$ cat src/rtl/dmem_pkg.sv
// Shared types and sizing helpers for the data-memory responder.
// Pure declarations, no logic or latency.
// No flow control.
package dmem_pkg;

  localparam int DMEM_DATA_WIDTH = 32;

  typedef enum logic [1:0] {
    IDLE       = 2'd0,
    READ_WAIT  = 2'd1,
    WRITE_WAIT = 2'd2,
    WRITE_DONE = 2'd3
  } dmem_state_t;

  // Index bits needed to address every cache line.
  function automatic int dmem_idx_width(input int lines);
    return $clog2(lines);
  endfunction

  // Address bits above the index form the tag.
  function automatic int dmem_tag_width(input int lines, input int addr_width);
    return addr_width - $clog2(lines);
  endfunction

endpackage

$ cat src/rtl/dmem_line_array.sv
// Direct-mapped line store: valid, tag and data per line.
// Combinational read by index; the write port updates on the next rising edge.
// No backpressure; the valid bits clear asynchronously on reset.
module dmem_line_array
  import dmem_pkg::*;
#(
  parameter int LINES = 64,
  parameter int TAG_W = 26,
  parameter int IDX_W = dmem_idx_width(LINES)
) (
  input  logic                       clock,
  input  logic                       reset,
  input  logic [IDX_W-1:0]           rd_idx,
  output logic                       rd_valid,
  output logic [TAG_W-1:0]           rd_tag,
  output logic [DMEM_DATA_WIDTH-1:0] rd_data,
  input  logic                       wr_en,
  input  logic [IDX_W-1:0]           wr_idx,
  input  logic [TAG_W-1:0]           wr_tag,
  input  logic [DMEM_DATA_WIDTH-1:0] wr_data
);

  logic [LINES-1:0]           valid;
  logic [TAG_W-1:0]           tags  [LINES];
  logic [DMEM_DATA_WIDTH-1:0] datas [LINES];

  assign rd_valid = valid[rd_idx];
  assign rd_tag   = tags[rd_idx];
  assign rd_data  = datas[rd_idx];

  // Valid bits: cleared by reset, set whenever a line is written.
  always_ff @(posedge clock or posedge reset) begin
    if (reset) begin
      valid <= '0;
    end else if (wr_en) begin
      valid[wr_idx] <= 1'b1;
    end
  end

  // Tag and data storage carry no reset; valid gates their use.
  always_ff @(posedge clock) begin
    if (wr_en) begin
      tags[wr_idx]  <= wr_tag;
      datas[wr_idx] <= wr_data;
    end
  end

endmodule

$ cat src/rtl/data_memory_responder.sv
// Write-through, no-allocate direct-mapped cache answering core en/we requests.
// Read hit: 0 cycles; read miss: backing latency + 1; write: backing latency + 1.
// stall holds the core while the backing handshake runs. Macro: DMEM_PERF_COUNTERS_EN.
module data_memory_responder
  import dmem_pkg::*;
#(
  parameter int LINES      = 64,
  parameter int ADDR_WIDTH = 32
) (
  input  logic                       clock,
  input  logic                       reset,
  input  logic                       en,
  input  logic                       we,
  input  logic [ADDR_WIDTH-1:0]      addr,
  input  logic [DMEM_DATA_WIDTH-1:0] wd,
  output logic [DMEM_DATA_WIDTH-1:0] rd,
  output logic                       stall,
  output logic                       mem_req,
  output logic                       mem_we,
  output logic [ADDR_WIDTH-1:0]      mem_addr,
  output logic [DMEM_DATA_WIDTH-1:0] mem_wd,
  input  logic                       mem_ack,
  input  logic [DMEM_DATA_WIDTH-1:0] mem_rd
`ifdef DMEM_PERF_COUNTERS_EN
  , output logic [31:0]              hit_count
  , output logic [31:0]              miss_count
`endif
);

  localparam int IDX_W = dmem_idx_width(LINES);
  localparam int TAG_W = dmem_tag_width(LINES, ADDR_WIDTH);

  dmem_state_t state, state_nxt;

  // While a backing transaction is open the lookup follows the captured
  // address, so the fill and write-hit update land on the right line even
  // if the core misbehaves and drops its request.
  logic [ADDR_WIDTH-1:0]      look_addr;
  logic [IDX_W-1:0]           look_idx;
  logic [TAG_W-1:0]           look_tag;
  logic                       line_valid;
  logic [TAG_W-1:0]           line_tag;
  logic [DMEM_DATA_WIDTH-1:0] line_data;
  logic                       hit;
  logic                       read_hit, read_miss, write_req;
  logic                       ack_rd, ack_wr;
  logic                       arr_wr_en;
  logic [DMEM_DATA_WIDTH-1:0] arr_wr_data;

  assign look_addr = (state == IDLE) ? addr : mem_addr;
  assign look_idx  = look_addr[IDX_W-1:0];
  assign look_tag  = look_addr[ADDR_WIDTH-1:IDX_W];
  assign hit       = line_valid && (line_tag == look_tag);

  assign read_hit  = (state == IDLE) && en && !we && hit;
  assign read_miss = (state == IDLE) && en && !we && !hit;
  assign write_req = (state == IDLE) && en && we;
  assign ack_rd    = (state == READ_WAIT) && mem_ack;
  assign ack_wr    = (state == WRITE_WAIT) && mem_ack;

  // Fills always allocate; writes only refresh a line that already holds the address.
  assign arr_wr_en   = ack_rd || (ack_wr && hit);
  assign arr_wr_data = ack_rd ? mem_rd : mem_wd;

  dmem_line_array #(
    .LINES (LINES),
    .TAG_W (TAG_W),
    .IDX_W (IDX_W)
  ) u_lines (
    .clock    (clock),
    .reset    (reset),
    .rd_idx   (look_idx),
    .rd_valid (line_valid),
    .rd_tag   (line_tag),
    .rd_data  (line_data),
    .wr_en    (arr_wr_en),
    .wr_idx   (look_idx),
    .wr_tag   (look_tag),
    .wr_data  (arr_wr_data)
  );

  // State register.
  always_ff @(posedge clock or posedge reset) begin
    if (reset) state <= IDLE;
    else       state <= state_nxt;
  end

  // Next state, stall and load data.
  always_comb begin
    state_nxt = state;
    stall     = 1'b0;
    rd        = '0;
    case (state)
      IDLE: begin
        if (read_hit) begin
          rd = line_data;
        end else if (read_miss) begin
          stall     = 1'b1;
          state_nxt = READ_WAIT;
        end else if (write_req) begin
          stall     = 1'b1;
          state_nxt = WRITE_WAIT;
        end
      end
      READ_WAIT: begin
        stall = 1'b1;
        if (mem_ack) state_nxt = IDLE;
      end
      WRITE_WAIT: begin
        stall = 1'b1;
        if (mem_ack) state_nxt = WRITE_DONE;
      end
      WRITE_DONE: begin
        state_nxt = IDLE;
      end
      default: state_nxt = IDLE;
    endcase
  end

  // Backing-memory request registers: launched from IDLE, dropped on ack.
  always_ff @(posedge clock or posedge reset) begin
    if (reset) begin
      mem_req  <= 1'b0;
      mem_we   <= 1'b0;
      mem_addr <= '0;
      mem_wd   <= '0;
    end else if (read_miss) begin
      mem_req  <= 1'b1;
      mem_we   <= 1'b0;
      mem_addr <= addr;
    end else if (write_req) begin
      mem_req  <= 1'b1;
      mem_we   <= 1'b1;
      mem_addr <= addr;
      mem_wd   <= wd;
    end else if (ack_rd || ack_wr) begin
      mem_req  <= 1'b0;
    end
  end

`ifdef DMEM_PERF_COUNTERS_EN
  // Saturating hit/miss counters.
  always_ff @(posedge clock or posedge reset) begin
    if (reset) begin
      hit_count  <= '0;
      miss_count <= '0;
    end else begin
      if (read_hit && (hit_count != 32'hFFFF_FFFF))   hit_count  <= hit_count + 32'd1;
      if (read_miss && (miss_count != 32'hFFFF_FFFF)) miss_count <= miss_count + 32'd1;
    end
  end
`endif

endmodule

$ cat config.mk
export PLATFORM = sky130hd
export DESIGN_NAME = data_memory_responder
export DESIGN_NICKNAME = d
export VERILOG_FILES = /design/src/rtl/dmem_pkg.sv /design/src/rtl/dmem_line_array.sv /design/src/rtl/data_memory_responder.sv
export SDC_FILE = /design/constraint.sdc
export NUM_CORES = 2
export LEC_CHECK = 0
export ABC_CLOCK_PERIOD_IN_PS = 21500
export CAP_MARGIN = 20
export CORE_ASPECT_RATIO = 0.5
export CORE_MARGIN = 2
export CORE_UTILIZATION = 35
export DETAILED_ROUTE_END_ITERATION = 8
export SLEW_MARGIN = 15
export SYNTH_ARGS = -nofsm -noshare
export SYNTH_HDL_FRONTEND = slang
export SYNTH_SLANG_ARGS = --single-unit
export TNS_END_PERCENT = 10
$ cat constraint.sdc
create_clock -name clock -period 21.5 [get_ports clock]
set_clock_uncertainty 0.15 [all_clocks]
set_input_delay 2.15 -clock clock [delete_from_list [all_inputs] [get_ports clock]]
set_output_delay 2.15 -clock clock [all_outputs]
set_load 0.005 [all_outputs]
======== Yosys cells after proc, flatten, opt, wreduce, memory -nomap -nowiden ========
Memories as Yosys holds them, arrays and structs flattened.
Cells that the tools add are included.
storage, ports and cells
  bits in registers ....................... 132
  input port bits ......................... 101
  RAM bits ................................ 3712
  memories ................................ 2
  word-level logic and storage cells ...... 67
cells by class
  muxes and demuxes ....................... 27
  $lt $le $gt $ge ......................... 2
  reduce and logical (&&, ||, !) cells .... 20
  equality and inequality tests ........... 8
  bitwise operators ....................... 2
memories
  name           words  width  read ports  clocked after memory_dff  write ports  RTL line               source
  u_lines.datas  64     32     1           0                         1            dmem_line_array.sv:25  logic [DMEM_DATA_WIDTH-1:0] datas [LINES];
  u_lines.tags   64     26     1           0                         1            dmem_line_array.sv:24  logic [TAG_W-1:0] tags [LINES];
operators with widths
  operator                                                           count
  2-to-1 mux 32 bit                                                  6
  OR 64 bit                                                          1
  equality test 26 bit                                               1
  2-to-1 mux 1 bit                                                   12
  logical AND 1 bit                                                  10
  2-to-1 mux 2 bit                                                   5
  case mux 2 bit (4 select lines)                                    1
  < comparator 6 x 7 -> 1 bit, second input constant                 1
  binary-select mux 1 bit (select 6 bit)                             1
  demux 1 bit (select 6 bit)                                         1
  greater-or-equal comparator 6 x 1 -> 1 bit, second input constant  1
  inequality test 2 bit, second input constant                       3
  equality test 2 bit, second input constant                         2
  AND reduction 4 bit                                                1
  inequality test 3 bit, second input constant                       1
  nonzero test 3 bit                                                 1
  equality test 2 x 1 -> 1 bit, second input constant                1
  logical NOT 1 bit                                                  2
  logical NOT 2 bit                                                  1
  logical OR 1 bit                                                   2
  case mux 1 bit (2 select lines)                                    1
  AND reduction 2 bit                                                1
  nonzero test 2 bit                                                 1
  OR reduction 2 bit                                                 1
  inverter 1 bit                                                     1

======== Logic depth before layout (Yosys ltp) ========
  depth after elaboration ................. 10
  gate-level depth with buffers ........... 22
  gate-level depth less buffers ........... 13

======== By module ========
Synthesis repeated with hierarchy kept, for this count alone.
unflattened totals
  cells, all modules ...................... 6376
  area total of the unflattened synthesis .. 146755.8 µm²
by module, submodules not included
  module                 sequential area each (µm²)  cells an instance  area each (µm²)  instances
  dmem_line_array        113068.4                    6038               142631.8         1
  data_memory_responder  1701.6                      338                4124.0           1

======== Least setup slack after synthesis ========
No wires, ideal clock.
  path kind ............................... in2reg
  from .................................... input addr[0]
  to ...................................... memory u_lines.datas[33][0], enable pin
  setup slack ............................. 11.640 ns
  data required time ...................... 20.805 ns
  path buffers ............................ 8
  arrival ................................. 9.165 ns
  cell stages on the path ................. 18
  setup time .............................. 0.545 ns
  path through ............................ buf_2 -> mux2_4 -> buf_4 -> buf_6 -> buf_4 -> buf_2 -> clkbuf_1 -> o21ai_0 -> o211ai_1 -> o2111ai_1 -> nor4_1 -> xnor2_1 -> nand4_1 -> nor4b_1 -> a41oi_1 -> clkbuf_1 -> clkbuf_1 -> nor3_1
between the ends
  cells in the longest elaborated chain, start to end .. 8
  elaborated cells between the ends (all ways) .. 10
  those cells by class .................... eq/ne: 1; mux: 5; reduce/logical: 3; memory: 1
ends and longest elaborated chain
  item                                                                                 RTL line                                            source
  start, declared                                                                      data_memory_responder.sv:14                         input logic [ADDR_WIDTH-1:0] addr,
  2-to-1 mux 32 bit *                                                                  data_memory_responder.sv:50                         assign look_addr = (state == IDLE) ? addr : mem_addr;
  memory read (64 x 26 bit) or binary-select mux 1 bit (select 6 bit) (tied branches)  n/a
  equality test 26 bit or 2-to-1 mux 1 bit (tied branches)                             data_memory_responder.sv:53, dmem_line_array.sv:27
  logical AND 1 bit                                                                    data_memory_responder.sv:53                         assign hit = line_valid && (line_tag == look_tag);
  logical AND 1 bit                                                                    data_memory_responder.sv:62                         assign arr_wr_en = ack_rd || (ack_wr && hit);
  logical OR 1 bit                                                                     data_memory_responder.sv:62
  2-to-1 mux 1 bit                                                                     dmem_line_array.sv:42                               if (wr_en) begin
  2-to-1 mux 1 bit (not written as such)                                               dmem_line_array.sv:44                               datas[wr_idx] <= wr_data;
  end, declared                                                                        dmem_line_array.sv:25
Every way passes the cells marked *; elsewhere a longest branch is shown, timed or not. The select of a mux whose other input is x is not followed.

======== Final worst setup path ========
  from .................................... input addr[0]
  to ...................................... output rd[26]
between the ends
  cells in the longest elaborated chain, start to end .. 7
  elaborated cells between the ends (all ways) .. 10
  those cells by class .................... eq/ne: 1; mux: 5; reduce/logical: 2; memory: 2
ends and longest elaborated chain
  item                                                                                 RTL line                                            source
  2-to-1 mux 32 bit *                                                                  data_memory_responder.sv:50
  memory read (64 x 26 bit) or binary-select mux 1 bit (select 6 bit) (tied branches)  n/a
  equality test 26 bit or 2-to-1 mux 1 bit (tied branches)                             data_memory_responder.sv:53, dmem_line_array.sv:27
  logical AND 1 bit                                                                    data_memory_responder.sv:53
  logical AND 1 bit                                                                    data_memory_responder.sv:55                         assign read_hit = (state == IDLE) && en && !we && hit;
  2-to-1 mux 32 bit *                                                                  data_memory_responder.sv:95                         if (read_hit) begin
  2-to-1 mux 32 bit *                                                                  data_memory_responder.sv:93                         case (state)
  end, declared                                                                        data_memory_responder.sv:16                         output logic [DMEM_DATA_WIDTH-1:0] rd,
Marks and branches as above.

==> impl_metrics.yaml <==
critical_path:
  crit_fanout: 72
  cp_cell_sequence: "clkdlybuf4s50_1 > mux2_8 > buf_4 > buf_4 > buf_4 > nand2_1 > a32o_1 > nor3_1 > o22ai_1 > nor4_1 > xnor2_1 > nand4_1 > or4_1 > nor4_4 > buf_4 > nor4b_1 > clkdlybuf4s50_1"
  crit_top_cell: "buf_4"
  worstPathRequired_ns: 19.20
  r2r-end: "u_lines.tags[4][20]"
  crit_slowest_cell: "buf_4"
  worst_r2r_startpoint: "state[0]"
  cp.arrival_ns: 10.64
  cp-end-kind: "primary output"
  cpPeakStageDelay_ns: 0.86
  reg2regPathDepth: 20
  critPathLaunchType: "input pin"
  path_class: "in2out"
  regToRegSetupSlack_ns: 9.79
min_path:
  worstHoldPathCells: 2
  hold_path_class: "reg2reg"
  hold-path-endpoint: "u_lines.valid[3]"
  min_from: "u_lines.valid[3]"
logic_synthesis:
  syn_area_per_cell_um2: 16.5
  syn-cell-area_um2: 144000
  synth_top_area_frac: 0.774
  synth_edf_count: 3712
  synth.largest_area_cell: "edfxtp_1"
  ys_types: 103
  async_flop_share: 0.0343
  synthTopCellsByArea: "edfxtp_1 (77%), o22ai_1 (5.1%), dfrtp_1 (2.3%), nand2_1 (1.5%), a21oi_1 (1.1%)"
  yosys_most_used_dff: "edfxtp_1"
  ys_ff_latch: 3844
  yosysWarningCount: 0
  syn_inst: 8734
  synthesis.nets: 8839
  ys_seq_area_frac: 0.797
finish:
  nets: 9149
  multi_input_area_um2: 27200
  drive_above_1_share: 0.118
  areaGrowthSynthToFinish_pct: 14.6
  most-common-layout-cells: "edfxtp_1 (3,712), o22ai_1 (1,168), nand2_1 (564)"
  ff_latch_area_um2: 115000
  final_common_cell: "edfxtp_1"
  fill_cells: 36600
pwr:
  p_int_mw: 15.4
  p_switching_mw: 9.56
  clkPwrFrac: 0.251
  vdd_ir_drop_max_mv: 0.122
  p_per_area_nw_per_um2: 151
  p_comb_frac: 0.354
  p_leak_nw: 51.3
  swShare: 0.383
  pwr-share-seq: 0.395
timing:
  slew_violations: 0
  fin_crit_ns: 12.94
  fmax_ghz: 0.0773
  rsz0062_at_grt: "no"
  slew_headroom: 0.113
  worst_slack_ns: 8.56
  tightest_slew_ns: 1.33
  finalHoldViolCount: 0
  finalSetupViolations: 0
  fin_tns_setup_ns: 0
  fin_crit_sh: 0.602
detailed_routing:
  wl_um: 548000
  postRouteAntennaNets: 0
  first_pass_iters: 6
  wl_per_cell_um: 37.0
  via_count: 94700
  via_per_inst: 6.40
  first_iter_violations: 17700
  drc_errors: 0
die:
  start_util: 0.352
  die_w_um: 911
  rows: 166
  core-area_um2: 409000
  fp.dieArea_um2: 417000
  io_pins: 200
  die_h_um: 458
clocking:
  clk_pin_slew_ns: 0.06
  root_buffer: "clkbuf_16"
  clock_latency_ns: 0.93
  holdBufCountCts: 0
  cts_buffer_depth: 4
  cts_setup_buffers: 0
  cts_sinks: 3844
  cts_tree: "built"
  numCtsBuffers: 364
  post_cts_resized: 0
  htreeDepth: 5
grt:
  grt-ovfl-total: 0
  grt_pass1_vias: 87100
  grt_max_degree: 102
  grt_usage: 0.250
  antenna_found_initial: 25
  grt_pass1_wl_um: 737000
placement:
  hpwl_um: 284000
  portBuffers: 199
  place_ws_ns: 8.75
  gp_congestion: 0.855
outcome:
  status: "complete, no violations"
run:
  maxCapViolCount: 0
through the flow:
step,cell area (µm²),utilization,power (mW),hold WS [ns],cells
floorplan,144000,-,14.5,0.274,8734
global placement,154000,0.375,18.4,0.284,14100
detailed placement,154000,0.376,18.5,0.293,14100
CTS,165000,0.403,24.6,0.306,14800
global route,165000,0.403,25.5,0.320,14800
finish,165000,0.403,24.9,0.309,14800
critical path, delay by kind of cell:
kind | cells | cell delay (ns)
buffers and inverters | 6 | 4.21
and+or+nand+nor | 7 | 2.51
muxes | 1 | 0.68
AOI/OAI and AO/OA | 2 | 0.40
xor gates and xnor gates | 1 | 0.38
how the worst max path moves through the flow:
stage	from	endpoint	slack, ns	cells past startpoint
final	addr[0]	rd[26]	8.56	17
after global routing	addr[0]	rd[26]	8.34	17
after CTS	addr[0]	rd[26]	8.70	17
after global placement	addr[0]	rd[26]	8.80	17
after detailed placement	addr[0]	rd[26]	8.75	17
after floorplan	addr[0]	u_lines.datas[33][0]	11.64	18
Yosys cell counts, types with 110 or more instances:
library cell and number:
a21oi_1 328, a31oi_1 110, buf_1 120, buf_2 157, clkbuf_1 287, dfrtp_1 132
edfxtp_1 3712, nand2_1 571, nand3_1 160, nor2_1 333, nor3_1 183, o21ai_0 130
o221ai_1 174, o22ai_1 1170
final cells by class:
cell class                      count  share of cell area
Timing Repair Buffer              562              0.0303
Clock inverter                    184             0.00955
Antenna cell                       12            0.000182
Clock buffer                      460              0.0582
Tap cell                         5460              0.0414
Inverter                           31            0.000750
Sequential cell                  3844               0.695
Multi-Input combinational cell   4241               0.165
registers in the layout, indices dropped and copies added, names as in the netlist:
register,cells
mem_addr,32
mem_req,1
mem_wd,32
mem_we,1
state,2
u_lines.datas,2048
u_lines.tags,1664
u_lines.valid,64
cells by family after synthesis:
kind of cell    Yosys count  share of synthesized area
compound gates         2486                      0.116
mux                     224                     0.0172
flops                  3844                      0.797
fa+ha+maj                 4                   0.000347
xor+xnor                 23                    0.00140
simple gates           1504                     0.0481
buf+inv                 649                     0.0202
power by group through the flow:
stage / sequential, mW / combinational (mW) / clock, mW
finish: 9.85 / 8.82 / 6.27
global route: 9.86 / 9.05 / 6.54
CTS: 9.85 / 8.53 / 6.27
detailed placement: 10.0 / 8.51 / 0
global placement: 10.0 / 8.43 / 0
floorplan: 9.98 / 4.56 / 0
routing by layer:
| metal | GRT usage | up-vias | part of all wire |
|---|---|---|---|
| met5 | 0 | - | 0.00032 |
| met4 | 0.116 | 22 | 0.056 |
| met3 | 0.0637 | 1466 | 0.15 |
| met2 | 0.374 | 8143 | 0.43 |
| met1 | 0.346 | 48800 | 0.37 |
| li1 | - | 36300 | - |
Power figures use the tool's default switching activity.
